**config.mk**
```make
export PLATFORM = sky130hd
export DESIGN_NAME = mem_port_arbiter
export DESIGN_NICKNAME = d
export VERILOG_FILES = /design/src/rtl/mem_port_arbiter.sv
export SDC_FILE = /design/constraint.sdc
export NUM_CORES = 1
export LEC_CHECK = 0
export BUFFER_PORTS_ARGS = -buffer_cell sky130_fd_sc_hd__buf_2
export CORE_AREA = 2 2 197 199
export CTS_BUF_LIST = sky130_fd_sc_hd__clkbuf_16
export DETAILED_ROUTE_END_ITERATION = 8
export DIE_AREA = 0 0 199 201
export PLACE_DENSITY_LB_ADDON = 0.12
export SLEW_MARGIN = 5
export SYNTH_ARGS = -nofsm -noshare
export SYNTH_HDL_FRONTEND = slang
export SYNTH_SLANG_ARGS = --single-unit
```
**constraint.sdc**
```tcl
create_clock -name clk -period 3.07 [get_ports clk]
set_input_delay 0.7675 -clock clk [delete_from_list [all_inputs] [get_ports clk]]
set_output_delay 0.7675 -clock clk [all_outputs]
set_load 0.01 [all_outputs]
```
**src/rtl/mem_port_arbiter.sv**
```systemverilog
// Shares one 64-bit memory port between instruction fetch and the MEM stage, one transaction at a time.
// Define ARB_STARVE_GUARD_EN to compile in the fetch starvation counter and forced fetch grant.
module mem_port_arbiter #(
    parameter int ADDR_W     = 64,
    parameter int STARVE_MAX = 4
) (
    input  logic              clk,
    input  logic              rst_n,
    input  logic              if_req,
    input  logic [ADDR_W-1:0] if_addr,
    input  logic              if_flush,
    output logic [31:0]       if_rdata,
    output logic              if_valid,
    output logic              stall_if,
    input  logic              dm_req,
    input  logic              dm_we,
    input  logic [ADDR_W-1:0] dm_addr,
    input  logic [63:0]       dm_wdata,
    input  logic [2:0]        dm_RW_type,
    output logic [63:0]       dm_rdata,
    output logic              dm_valid,
    output logic              stall_dm,
    output logic              mem_req,
    output logic              mem_we,
    output logic [ADDR_W-1:0] mem_addr,
    output logic [63:0]       mem_wdata,
    output logic [2:0]        mem_RW_type,
    input  logic              mem_gnt,
    input  logic              mem_rvalid,
    input  logic [63:0]       mem_rdata
);

    typedef enum logic [1:0] {
        IDLE  = 2'd0,
        ISSUE = 2'd1,
        WAIT  = 2'd2
    } arbStateT;

    arbStateT state, nextState;

    logic ownerIf;      // current transaction belongs to fetch
    logic ifHalfHi;     // latched if_addr[2], selects the instruction word
    logic ifFlushed;    // fetch was cancelled after it left IDLE
    logic ifReqEff;
    logic forceIf;
    logic grantIf;
    logic grantDm;

    // A flush in IDLE hides the fetch request for that cycle.
    assign ifReqEff = if_req & ~if_flush;
    assign grantIf  = ifReqEff & (~dm_req | forceIf);
    assign grantDm  = dm_req & ~grantIf;

`ifdef ARB_STARVE_GUARD_EN
    logic [3:0] starveCnt;

    assign forceIf = (starveCnt == 4'(STARVE_MAX));

    // A DM win over a waiting fetch implies starveCnt < STARVE_MAX, so the increment saturates by construction.
    always_ff @(posedge clk or negedge rst_n) begin
        if (!rst_n) begin
            starveCnt <= '0;
        end else if (state == IDLE) begin
            starveCnt <= (ifReqEff && grantDm) ? starveCnt + 4'd1 : 4'd0;
        end
    end
`else
    logic [3:0] unusedStarveMax;

    assign forceIf         = 1'b0;
    assign unusedStarveMax = 4'(STARVE_MAX);
`endif

    logic [1:0] unusedIfAddrLsb;
    assign unusedIfAddrLsb = if_addr[1:0];

    // NOTE: state registers use non-blocking assignments so every flop samples pre-edge values.
    always_ff @(posedge clk or negedge rst_n) begin
        if (!rst_n) begin
            state <= IDLE;
        end else begin
            state <= nextState;
        end
    end

    // NOTE: nextState gets a default before the case so no path leaves it unassigned (no latch).
    always_comb begin
        nextState = state;
        case (state)
            IDLE:    if (grantIf || grantDm) nextState = ISSUE;
            ISSUE:   if (mem_gnt) nextState = WAIT;
            WAIT:    if (mem_rvalid) nextState = IDLE;
            default: nextState = IDLE;
        endcase
    end

    always_ff @(posedge clk or negedge rst_n) begin
        if (!rst_n) begin
            mem_we      <= 1'b0;
            mem_addr    <= '0;
            mem_wdata   <= '0;
            mem_RW_type <= '0;
            ownerIf     <= 1'b0;
            ifHalfHi    <= 1'b0;
            ifFlushed   <= 1'b0;
            if_valid    <= 1'b0;
            dm_valid    <= 1'b0;
            if_rdata    <= '0;
            dm_rdata    <= '0;
        end else begin
            if_valid <= 1'b0;
            dm_valid <= 1'b0;
            case (state)
                IDLE: begin
                    ifFlushed <= 1'b0;
                    if (grantIf) begin
                        ownerIf     <= 1'b1;
                        ifHalfHi    <= if_addr[2];
                        mem_we      <= 1'b0;
                        mem_addr    <= {if_addr[ADDR_W-1:3], 3'b000};
                        mem_wdata   <= '0;
                        mem_RW_type <= 3'b010;
                    end else if (grantDm) begin
                        ownerIf     <= 1'b0;
                        mem_we      <= dm_we;
                        mem_addr    <= dm_addr;
                        mem_wdata   <= dm_wdata;
                        mem_RW_type <= dm_RW_type;
                    end
                end
                ISSUE, WAIT: begin
                    if (ownerIf && if_flush) ifFlushed <= 1'b1;
                    // The cancelled fetch still drains the memory response, it just never reports.
                    if (state == WAIT && mem_rvalid) begin
                        if (ownerIf) begin
                            if (!(ifFlushed || if_flush)) begin
                                if_valid <= 1'b1;
                                if_rdata <= ifHalfHi ? mem_rdata[63:32] : mem_rdata[31:0];
                            end
                        end else begin
                            dm_valid <= 1'b1;
                            dm_rdata <= mem_rdata;
                        end
                    end
                end
                default: ;
            endcase
        end
    end

    assign mem_req  = (state == ISSUE);
    assign stall_if = if_req & ~if_valid;
    assign stall_dm = dm_req & ~dm_valid;

endmodule
```
# After elaboration in Yosys (flattened, before gate mapping)
# Index checks and enable logic that the tools add are counted.
[word_totals]
mem_bits_ro = 0
elab_cells = 68
latch_bits = 0
mem_bits_rw = 0
output_inout_bits = 233
memories = 0
ff_bits = 235
[classes]
magnitude_cmp = 0
n_mux = 24
eq_ne = 6
n_shift = 0
n_mul = 0
n_div = 0
reduce_logical = 14
bitwise_logic = 12
addsub = 0
[ops]
columns = ["operator", "n"]
rows = [
  ["2-to-1 mux 64 bit", 4],
  ["2-to-1 mux 32 bit", 1],
  ["2-to-1 mux 1 bit", 12],
  ["inverter 1 bit", 7],
  ["2-to-1 mux 2 bit", 3],
  ["2-to-1 mux 3 bit", 2],
  ["!= test 2 bit, second input constant", 3],
  ["one-hot mux 2 bit (3 select lines)", 1],
  ["AND reduction 2 bit", 3],
  ["AND reduction 3 bit", 2],
  ["AND 1 bit", 5],
  ["AND reduction 4 bit", 1],
  ["nonzero test 2 bit", 2],
  ["== test 2 x 1 -> 1 bit, second input constant", 1],
  ["== test 2 bit, second input constant", 1],
  ["logical AND 1 bit", 2],
  ["logical NOT 2 bit", 1],
  ["logical OR 1 bit", 2],
  ["!= test 2 x 1 -> 1 bit, second input constant", 1],
  ["one-hot mux 1 bit (2 select lines)", 1],
  ["OR reduction 2 bit", 1],
]

# Depth between registers and ports, before layout
# Gate-level depths: netlist (run 1).
[depth]
word_depth = 8
depth_mapped = 7
depth_no_buf = 5

# Least setup slack after synthesis (run 1)
# OpenSTA, ideal clock, no wires.
[synth_path]
path_type = "register to register"
start = "reg state[0]"
end = "reg if_rdata[10]"
period_less_slack_ns = 1.810
n_path_buf = 1
slack_ns = 1.260
path_stages_with_launch = 7
t_arrival_ns = 1.685
required_time_ns = 2.945
setup_time_ns = 0.125
cell_sequence = "dfrtp_1 > inv_1 > ha_1 > nand4_1 > nor3_2 > buf_4 > mux2_2"
[synth_between]
elab_chain_cells = 3
[synth_lines]
columns = ["element", "line_no", "rtl"]
rows = [
  ["from (decl)", "39", "arbStateT state, nextState;"],
  ["from (signal assigned)", "82", "state <= nextState;"],
  ["== test 2 x 1 -> 1 bit / == test 2 bit (equally long branches)", "113, 134", ""],
  ["OR reduction 2 bit / logical AND 1 bit (equally long branches)", "113, 134", ""],
  ["AND reduction 4 bit (no line) (*)", "-", ""],
  ["to (signal assigned)", "138", "if_rdata <= ifHalfHi ? mem_rdata[63:32] : mem_rdata[31:0];"],
  ["to (decl)", "12", "output logic [31:0] if_rdata,"],
]
# Every way passes the cells marked *; elsewhere a longest branch is shown, timed or not.
# A chain may end at the register's enable or synchronous reset.

# Worst setup path after layout (run 1)
[layout_path]
start = "reg state[0]"
end = "reg mem_addr[45]"
[layout_between]
elab_chain_cells = 2
[layout_lines]
columns = ["element", "line_no", "rtl"]
rows = [
  ["logical NOT 2 bit", "113", "case (state)"],
  ["AND reduction 2 bit (no line)", "-", ""],
  ["to (signal assigned)", "120", "mem_addr <= {if_addr[ADDR_W-1:3], 3'b000};"],
  ["to (signal assigned)", "126", "mem_addr <= dm_addr;"],
  ["to (decl)", "25", "output logic [ADDR_W-1:0] mem_addr,"],
]
# Every way passes these cells.

==> flow_results.xml, run 1 <==
<?xml version="1.0" encoding="UTF-8"?>
<metrics>
  <group name="synth">
    <metric name="postSynth.asyncResetShare" unit="%">100</metric>
    <metric name="synthFlopType" unit="">sky130_fd_sc_hd__dfrtp_1</metric>
    <metric name="netlist.area_leader.share" unit="%">63.0</metric>
    <metric name="number_of_enable_type_register_cells_in_the_synthesized_netlist" unit="">0</metric>
    <metric name="yosysUniqueCellTypes" unit="">27</metric>
    <metric name="syn_nets" unit="">970</metric>
    <metric name="ys_warn_count" unit="">0</metric>
    <metric name="area_leader_netlist" unit="">sky130_fd_sc_hd__dfrtp_1</metric>
    <metric name="ys_seq_elements" unit="">235</metric>
    <metric name="synth_area_leaders" unit="">sky130_fd_sc_hd__dfrtp_1 (63%), sky130_fd_sc_hd__mux2_2 (16%), sky130_fd_sc_hd__a22o_1 (6.6%)</metric>
    <metric name="synth_area_per_cell" unit="µm²">13.4</metric>
    <metric name="post_synth_inst_count" unit="">699</metric>
    <metric name="ys_seq_area_share" unit="%">63.0</metric>
    <metric name="netlist_area" unit="mm²">0.00934</metric>
  </group>
  <group name="floorplan">
    <metric name="rows" unit="">72</metric>
    <metric name="top_level_ports" unit="">500</metric>
    <metric name="start_util" unit="%">24.5</metric>
    <metric name="die_area" unit="mm²">0.0400</metric>
    <metric name="die_width" unit="µm">199</metric>
    <metric name="core_area" unit="mm²">0.0381</metric>
    <metric name="die_height" unit="µm">201</metric>
  </group>
  <group name="grt">
    <metric name="maximum_number_of_pins_on_one_net_before_global_route_repair" unit="">64</metric>
    <metric name="first_pass_grt_wire_length" unit="µm">46800</metric>
    <metric name="globalRoute.totalOverflow" unit="">0</metric>
    <metric name="grt_most_used_layer" unit="">met2</metric>
    <metric name="number_of_global_route_vias_before_repair" unit="">7624</metric>
    <metric name="global_route.usage.total" unit="%">15.4</metric>
    <metric name="number_of_antenna_violations_at_the_first_check_in_global_routing" unit="">9</metric>
    <metric name="groute.layer.met3.usage" unit="%">4.65</metric>
    <metric name="met1_usage" unit="%">17.7</metric>
    <metric name="grt_use_met2" unit="%">27.8</metric>
  </group>
  <group name="final_layout">
    <metric name="num-nets-final" unit="">1464</metric>
    <metric name="layout.cells.most_common" unit="">sky130_fd_sc_hd__buf_2</metric>
    <metric name="synthToLayoutAreaGrowth" unit="%">42.8</metric>
    <metric name="most-common-layout-cells" unit="">sky130_fd_sc_hd__buf_2 (496), sky130_fd_sc_hd__dfrtp_1 (235), sky130_fd_sc_hd__mux2_2 (129), sky130_fd_sc_hd__inv_1 (77), sky130_fd_sc_hd__a22o_1 (70)</metric>
    <metric name="layout-drive-gt1-share" unit="%">56.4</metric>
    <metric name="num-fill-cells" unit="">3929</metric>
  </group>
  <group name="sta">
    <metric name="timing.final.max_slew_violations" unit="">0</metric>
    <metric name="setup_slack" unit="ps">823</metric>
    <metric name="report.final.hold_viol_count" unit="">0</metric>
    <metric name="min_cycle_time_layout" unit="ps">2250</metric>
    <metric name="final.period_utilization" unit="%">73.2</metric>
    <metric name="fin_worst_skew" unit="ps">11.0</metric>
    <metric name="timing_worst_slew_pin_value" unit="ps">704</metric>
    <metric name="slew_headroom" unit="%">53.1</metric>
    <metric name="finalSetupTns" unit="ps">0</metric>
    <metric name="setup_viol" unit="">0</metric>
    <metric name="timing.fmax" unit="GHz">0.445</metric>
    <metric name="rsz0062_at_grt" unit="">no</metric>
  </group>
  <group name="setup_path">
    <metric name="crit_path_max_fanout" unit="">42</metric>
    <metric name="critical-path-slowest-cell" unit="">sky130_fd_sc_hd__nand4bb_4</metric>
    <metric name="setup_crit_path_kind" unit="">flip-flop to flip-flop</metric>
    <metric name="startpoint_type" unit="">flip-flop</metric>
    <metric name="wp_data_required" unit="ps">3480</metric>
    <metric name="worst_setup_path_end_kind" unit="">flip-flop</metric>
    <metric name="crit_arrival" unit="ps">2660</metric>
    <metric name="critPathMaxStageDelay" unit="ps">570</metric>
    <metric name="critical_path.n_buffers_inverters" unit="">2</metric>
    <metric name="cp_cell_instances" unit="">inv_1, ha_1, nand4bb_4, buf_4, o22ai_1, a21oi_1</metric>
    <metric name="critPathTopFamily" unit="">simple AND/OR/NAND/NOR gates</metric>
  </group>
  <group name="clocking">
    <metric name="clock_tree.root_cell" unit="">sky130_fd_sc_hd__clkbuf_16</metric>
    <metric name="postCtsSetupBuffers" unit="">0</metric>
    <metric name="cts.reportedPaths.clkPinSlew" unit="ps">60</metric>
    <metric name="htree_levels" unit="">1</metric>
    <metric name="tritoncts" unit="">done</metric>
    <metric name="clkLatencyLatePin" unit="ps">540</metric>
    <metric name="max-clock-path-buffers" unit="">3</metric>
    <metric name="cts.sinks" unit="">235</metric>
    <metric name="cells_resized_by_post_cts_repair" unit="">0</metric>
    <metric name="hold_buffers" unit="">0</metric>
    <metric name="cts_made_buffers" unit="">28</metric>
  </group>
  <group name="pwr">
    <metric name="power.net_switching" unit="µW">4640</metric>
    <metric name="worst_ir_drop_vdd" unit="mV">0.456</metric>
    <metric name="power.static_leakage" unit="µW">0.00704</metric>
    <metric name="comb_power_share" unit="%">38.6</metric>
    <metric name="power.clock.fraction" unit="%">23.2</metric>
    <metric name="internal-power" unit="µW">8520</metric>
    <metric name="power.switching_fraction" unit="%">35.3</metric>
    <metric name="p_seq_share" unit="%">38.3</metric>
    <metric name="power-per-cell-area" unit="mW/mm²">987</metric>
  </group>
  <group name="routing">
    <metric name="drt_first_iter_violations" unit="">215</metric>
    <metric name="route.vias.total" unit="">7497</metric>
    <metric name="drt-vias-per-instance" unit="">4.33</metric>
    <metric name="wire_per_inst" unit="µm">18.6</metric>
    <metric name="drtAntennaViolNets" unit="">0</metric>
    <metric name="drt_drc_violations_left" unit="">0</metric>
    <metric name="postRouteWirelength" unit="µm">32300</metric>
    <metric name="dr.pass1.iters" unit="">4</metric>
  </group>
  <group name="job">
    <metric name="maxCapViolations" unit="">0</metric>
  </group>
  <group name="place">
    <metric name="pre_cts_slack" unit="ps">582</metric>
    <metric name="dp_hpwl" unit="µm">23800</metric>
    <metric name="place_congestion" unit="">0.740</metric>
    <metric name="count_of_buffers_from_port_buffering" unit="">497</metric>
  </group>
  <group name="worst_hold_path">
    <metric name="hp_class" unit="">primary input to async pin</metric>
  </group>
  <group name="status">
    <metric name="outcome" unit="">finished clean</metric>
  </group>
</metrics>
==> cell families (layout without fill, tap and decap cells) <==
kind of cell / Yosys count / in the layout / share of synthesized area [%]
other: 0 / 3 / 0
flip-flops: 235 / 235 / 63.0
buffers and inverters: 117 / 629 / 5.31
AND/OR/NAND/NOR: 14 / 14 / 1.01
AO/OA/AOI/OAI: 199 / 199 / 14.5
multiplexers: 130 / 130 / 15.7
adder cells (fa/ha/maj): 4 / 4 / 0.536
==> sequential cells by signal, indices dropped and copies added (netlist names) <==
| register | flops |
|---|---|
| if_rdata | 32 |
| if_valid | 1 |
| ifFlushed | 1 |
| mem_RW_type | 3 |
| state | 2 |
| ownerIf | 1 |
| dm_rdata | 64 |
| mem_we | 1 |
| dm_valid | 1 |
| ifHalfHi | 1 |
| mem_wdata | 64 |
| mem_addr | 64 |
==> power groups by stage <==
stage	clock (µW)	sequential (µW)	combinational (µW)
3_3_place_gp	0	5030	5220
6_report	3050	5030	5070
5_1_grt	3330	5210	5510
3_5_place_dp	0	5080	5190
2_1_floorplan	0	5710	2160
4_1_cts	3190	5040	5210
==> layer usage <==
layer | wire [µm] | up-vias
met3 | 2690 | 44
met1 | 12700 | 3633
li1 | - | 3512
met4 | 543 | 8
met2 | 16300 | 300
met5 | 56 | -
==> worst reg2reg max path: stages (launching register included) <==
cell and delay, ps:
sky130_fd_sc_hd__dfrtp_1 420, sky130_fd_sc_hd__inv_1 90, sky130_fd_sc_hd__ha_1 330, sky130_fd_sc_hd__nand4bb_4 570
sky130_fd_sc_hd__buf_4 430, sky130_fd_sc_hd__o22ai_1 220, sky130_fd_sc_hd__a21oi_1 70
==> per-stage QoR <==
step | instance area, µm² | std cells | hold WS [ps] | power, µW | utilization, %
2_1_floorplan | 9340 | 699 | 472 | 7870 | -
3_3_place_gp | 12500 | 1681 | 484 | 10300 | 32.8
3_5_place_dp | 12500 | 1681 | 485 | 10300 | 32.8
4_1_cts | 13300 | 1729 | 133 | 13400 | 35.0
5_1_grt | 13300 | 1731 | 154 | 14000 | 35.0
6_report | 13300 | 1732 | 160 | 13200 | 35.0
==> area by class of cell <==
type	instances	area (µm²)	area share, %
Inverter	67	251	1.89
Antenna cell	3	7.51	0.0563
Sequential cell	235	5880	44.1
Tap cell	518	648	4.86
Clock inverter	19	110	0.826
Clock buffer	29	726	5.44
Multi-Input combinational cell	347	2990	22.5
Timing Repair Buffer	514	2710	20.4
==> final timing paths <==
kind | start | to | slack (ps) | cells after the start
setup / recovery | state[0] | mem_addr[45] | 820 | 6
max in group asynchronous | rst_n | mem_wdata[14] | 2210 | 2
setup reg to reg | state[0] | mem_addr[45] | 820 | 6
min in group clk | dm_wdata[15] | mem_wdata[15] | 430 | 2
hold reg to reg | dm_rdata[38] | dm_rdata[38] | 500 | 1
hold / removal | rst_n | dm_rdata[10] | 160 | 1
==> cells in the mapped netlist, types with 2 or more instances <==
cell                         n
sky130_fd_sc_hd__dfrtp_1   235
sky130_fd_sc_hd__mux2_2    129
sky130_fd_sc_hd__a22o_1     70
sky130_fd_sc_hd__inv_1      67
sky130_fd_sc_hd__a21oi_1    63
sky130_fd_sc_hd__o22ai_1    61
sky130_fd_sc_hd__clkbuf_1   24
sky130_fd_sc_hd__buf_2      18
sky130_fd_sc_hd__ha_1        4
sky130_fd_sc_hd__buf_4       3
sky130_fd_sc_hd__buf_6       3
sky130_fd_sc_hd__nand2_1     3
sky130_fd_sc_hd__nor2b_1     3
sky130_fd_sc_hd__buf_1       2
sky130_fd_sc_hd__nor2_1      2
Note: power is estimated with default switching activity, not from simulation.
==> run 2: changes to the inputs <==
- clock period: 3.07 -> 2.21 ns (I/O delays scaled with it)
==> run 2 against run 1 <==
Core utilization grew 0.21 points. Sequential power is 39% higher. Clock skew increased by 16 ps. Global-route usage barely moved. Combinational power grew 40%. Flip-flop and latch count unchanged. Largest power group unchanged.
==> flow_results.xml, run 2 (synthesis results as in run 1) <==
<?xml version="1.0" encoding="UTF-8"?>
<metrics>
  <group name="status">
    <metric name="outcome" unit="">finished clean</metric>
  </group>
  <group name="final_layout">
    <metric name="num-fill-cells" unit="">3894</metric>
    <metric name="layout-drive-gt1-share" unit="%">56.4</metric>
    <metric name="layout.cells.most_common" unit="">sky130_fd_sc_hd__buf_2</metric>
    <metric name="final_area" unit="mm²">0.0134</metric>
    <metric name="synthToLayoutAreaGrowth" unit="%">43.6</metric>
    <metric name="num-nets-final" unit="">1465</metric>
    <metric name="top_flop_regs" unit="">dm_rdata x64, mem_addr x64, mem_wdata x64</metric>
    <metric name="most-common-layout-cells" unit="">sky130_fd_sc_hd__buf_2 (496), sky130_fd_sc_hd__dfrtp_1 (235), sky130_fd_sc_hd__mux2_2 (129), sky130_fd_sc_hd__inv_1 (73), sky130_fd_sc_hd__a22o_1 (70)</metric>
  </group>
  <group name="clocking">
    <metric name="tritoncts" unit="">done</metric>
    <metric name="cts.reportedPaths.clkPinSlew" unit="ps">60</metric>
    <metric name="htree_levels" unit="">1</metric>
    <metric name="cells_resized_by_post_cts_repair" unit="">0</metric>
    <metric name="clock_tree.root_cell" unit="">sky130_fd_sc_hd__clkbuf_16</metric>
    <metric name="max-clock-path-buffers" unit="">3</metric>
    <metric name="cts.sinks" unit="">235</metric>
    <metric name="clkLatencyLatePin" unit="ps">560</metric>
    <metric name="cts_made_buffers" unit="">28</metric>
  </group>
  <group name="setup_path">
    <metric name="critical-path-slowest-cell" unit="">sky130_fd_sc_hd__buf_4</metric>
    <metric name="critical_path.n_buffers_inverters" unit="">2</metric>
    <metric name="rr_startpoint" unit="">state[0]</metric>
    <metric name="critPathMaxStageDelay" unit="ps">490</metric>
    <metric name="worst_setup_path_end_kind" unit="">flip-flop</metric>
    <metric name="reg2regPathDepth" unit="">6</metric>
    <metric name="cp_cell_instances" unit="">inv_1, ha_1, nand4bb_4, buf_4, o22ai_1, a21oi_1</metric>
    <metric name="setup_crit_path_kind" unit="">flip-flop to flip-flop</metric>
    <metric name="critPathTopFamily" unit="">buffers and inverters</metric>
    <metric name="crit_path_max_fanout" unit="">63</metric>
    <metric name="startpoint_type" unit="">flip-flop</metric>
    <metric name="worstReg2RegEnd" unit="">mem_addr[26]</metric>
    <metric name="ff2ff_setup_slack" unit="ps">210</metric>
    <metric name="wp_data_required" unit="ps">2670</metric>
    <metric name="crit_arrival" unit="ps">2460</metric>
    <metric name="timing.critical_path.from" unit="">state[0]</metric>
  </group>
  <group name="routing">
    <metric name="drt_drc_violations_left" unit="">0</metric>
    <metric name="postRouteWirelength" unit="µm">32200</metric>
    <metric name="dr.pass1.iters" unit="">4</metric>
    <metric name="drt_first_iter_violations" unit="">263</metric>
    <metric name="wire_per_inst" unit="µm">18.5</metric>
    <metric name="route.vias.total" unit="">7485</metric>
    <metric name="drtAntennaViolNets" unit="">0</metric>
    <metric name="drt-vias-per-instance" unit="">4.31</metric>
  </group>
  <group name="floorplan">
    <metric name="die_height" unit="µm">201</metric>
    <metric name="rows" unit="">72</metric>
    <metric name="top_level_ports" unit="">500</metric>
    <metric name="core_area" unit="mm²">0.0381</metric>
    <metric name="die_area" unit="mm²">0.0400</metric>
    <metric name="die_width" unit="µm">199</metric>
    <metric name="start_util" unit="%">24.5</metric>
  </group>
  <group name="place">
    <metric name="pre_cts_slack" unit="ps">170</metric>
    <metric name="count_of_buffers_from_port_buffering" unit="">497</metric>
    <metric name="placed_area" unit="mm²">0.0125</metric>
    <metric name="place_congestion" unit="">0.747</metric>
    <metric name="dp_hpwl" unit="µm">23400</metric>
  </group>
  <group name="grt">
    <metric name="global_route.usage.total" unit="%">15.4</metric>
    <metric name="globalRoute.totalOverflow" unit="">0</metric>
    <metric name="first_pass_grt_wire_length" unit="µm">46900</metric>
    <metric name="number_of_global_route_vias_before_repair" unit="">7672</metric>
    <metric name="number_of_antenna_violations_at_the_first_check_in_global_routing" unit="">8</metric>
    <metric name="maximum_number_of_pins_on_one_net_before_global_route_repair" unit="">71</metric>
  </group>
  <group name="sta">
    <metric name="report.final.hold_viol_count" unit="">0</metric>
    <metric name="timing_worst_slew_pin_value" unit="ps">674</metric>
    <metric name="fin_worst_skew" unit="ps">26.8</metric>
    <metric name="rsz0062_at_grt" unit="">no</metric>
    <metric name="timing.fmax" unit="GHz">0.501</metric>
    <metric name="timing.final.max_slew_violations" unit="">0</metric>
    <metric name="setup_slack" unit="ps">215</metric>
    <metric name="min_cycle_time_layout" unit="ps">2000</metric>
    <metric name="slew_headroom" unit="%">55.1</metric>
    <metric name="finalSetupTns" unit="ps">0</metric>
    <metric name="final.period_utilization" unit="%">90.3</metric>
    <metric name="setup_viol" unit="">0</metric>
  </group>
  <group name="worst_hold_path">
    <metric name="hp_class" unit="">primary input to flip-flop</metric>
    <metric name="holdPathStages" unit="">2</metric>
    <metric name="worstHoldEndpoint" unit="">mem_wdata[13]</metric>
    <metric name="hp-start" unit="">dm_wdata[13]</metric>
  </group>
  <group name="pwr">
    <metric name="power-per-cell-area" unit="mW/mm²">1380</metric>
    <metric name="power.net_switching" unit="µW">6530</metric>
    <metric name="power.static_leakage" unit="µW">0.00705</metric>
    <metric name="comb_power_share" unit="%">38.4</metric>
    <metric name="totalPowerFinal" unit="µW">18500</metric>
    <metric name="power.switching_fraction" unit="%">35.4</metric>
    <metric name="worst_ir_drop_vdd" unit="mV">0.689</metric>
    <metric name="internal-power" unit="µW">11900</metric>
    <metric name="power.clock.fraction" unit="%">23.7</metric>
    <metric name="p_seq_share" unit="%">37.9</metric>
  </group>
  <group name="job">
    <metric name="maxCapViolations" unit="">0</metric>
  </group>
</metrics>
[run 2: what timing repair did]
action | in CTS | in global routing
setup buffers | 0 | 0
endpoints found under the hold margin | 33 | 0
hold buffers | 1 | 0
[run 2: layer usage]
| layer | up-vias | routed length (µm) | track usage [%] |
|---|---|---|---|
| met4 | 6 | 645 | 3.86 |
| li1 | 3518 | - | - |
| met1 | 3599 | 12500 | 17.7 |
| met5 | - | 34 | 0 |
| met3 | 54 | 2800 | 5.01 |
| met2 | 308 | 16200 | 27.5 |
[run 2: worst max path at each step]
stage | endpoint | slack (ps) | cells after the start
after floorplan | if_rdata[10] | 400 | 6
after global placement | mem_addr[26] | 210 | 6
after detailed placement | mem_addr[26] | 170 | 6
after CTS | mem_addr[26] | 120 | 6
after global routing | mem_addr[26] | 30 | 6
final | mem_addr[26] | 210 | 6
[run 2: layout make-up]
| class | count | area, µm² | area share [%] |
|---|---|---|---|
| multi-input combinational | 347 | 2990 | 22.3 |
| sequential | 235 | 5880 | 43.9 |
| antenna | 3 | 7.51 | 0.0560 |
| clock buffer | 28 | 701 | 5.23 |
| clock inverter | 24 | 168 | 1.25 |
| timing repair buffer | 515 | 2760 | 20.6 |
| inverter | 67 | 251 | 1.88 |
| tap | 518 | 648 | 4.83 |
[run 2: power groups by stage]
stage                     registers [µW]  logic (µW)  clock network [µW]
final                               7000        7100                4370
after global routing                7230        7730                4760
after CTS                           7000        7290                4580
after detailed placement            7050        7270                   0
after global placement              7010        7290                   0
after floorplan                     7930        3000                   0
[run 2: per-stage QoR]
step	instances	util, %	hold WS, ps
floorplan	699	-	257
global placement	1681	32.9	481
detailed placement	1681	32.9	482
CTS	1734	35.2	163
global route	1735	35.2	175
finish	1737	35.2	205
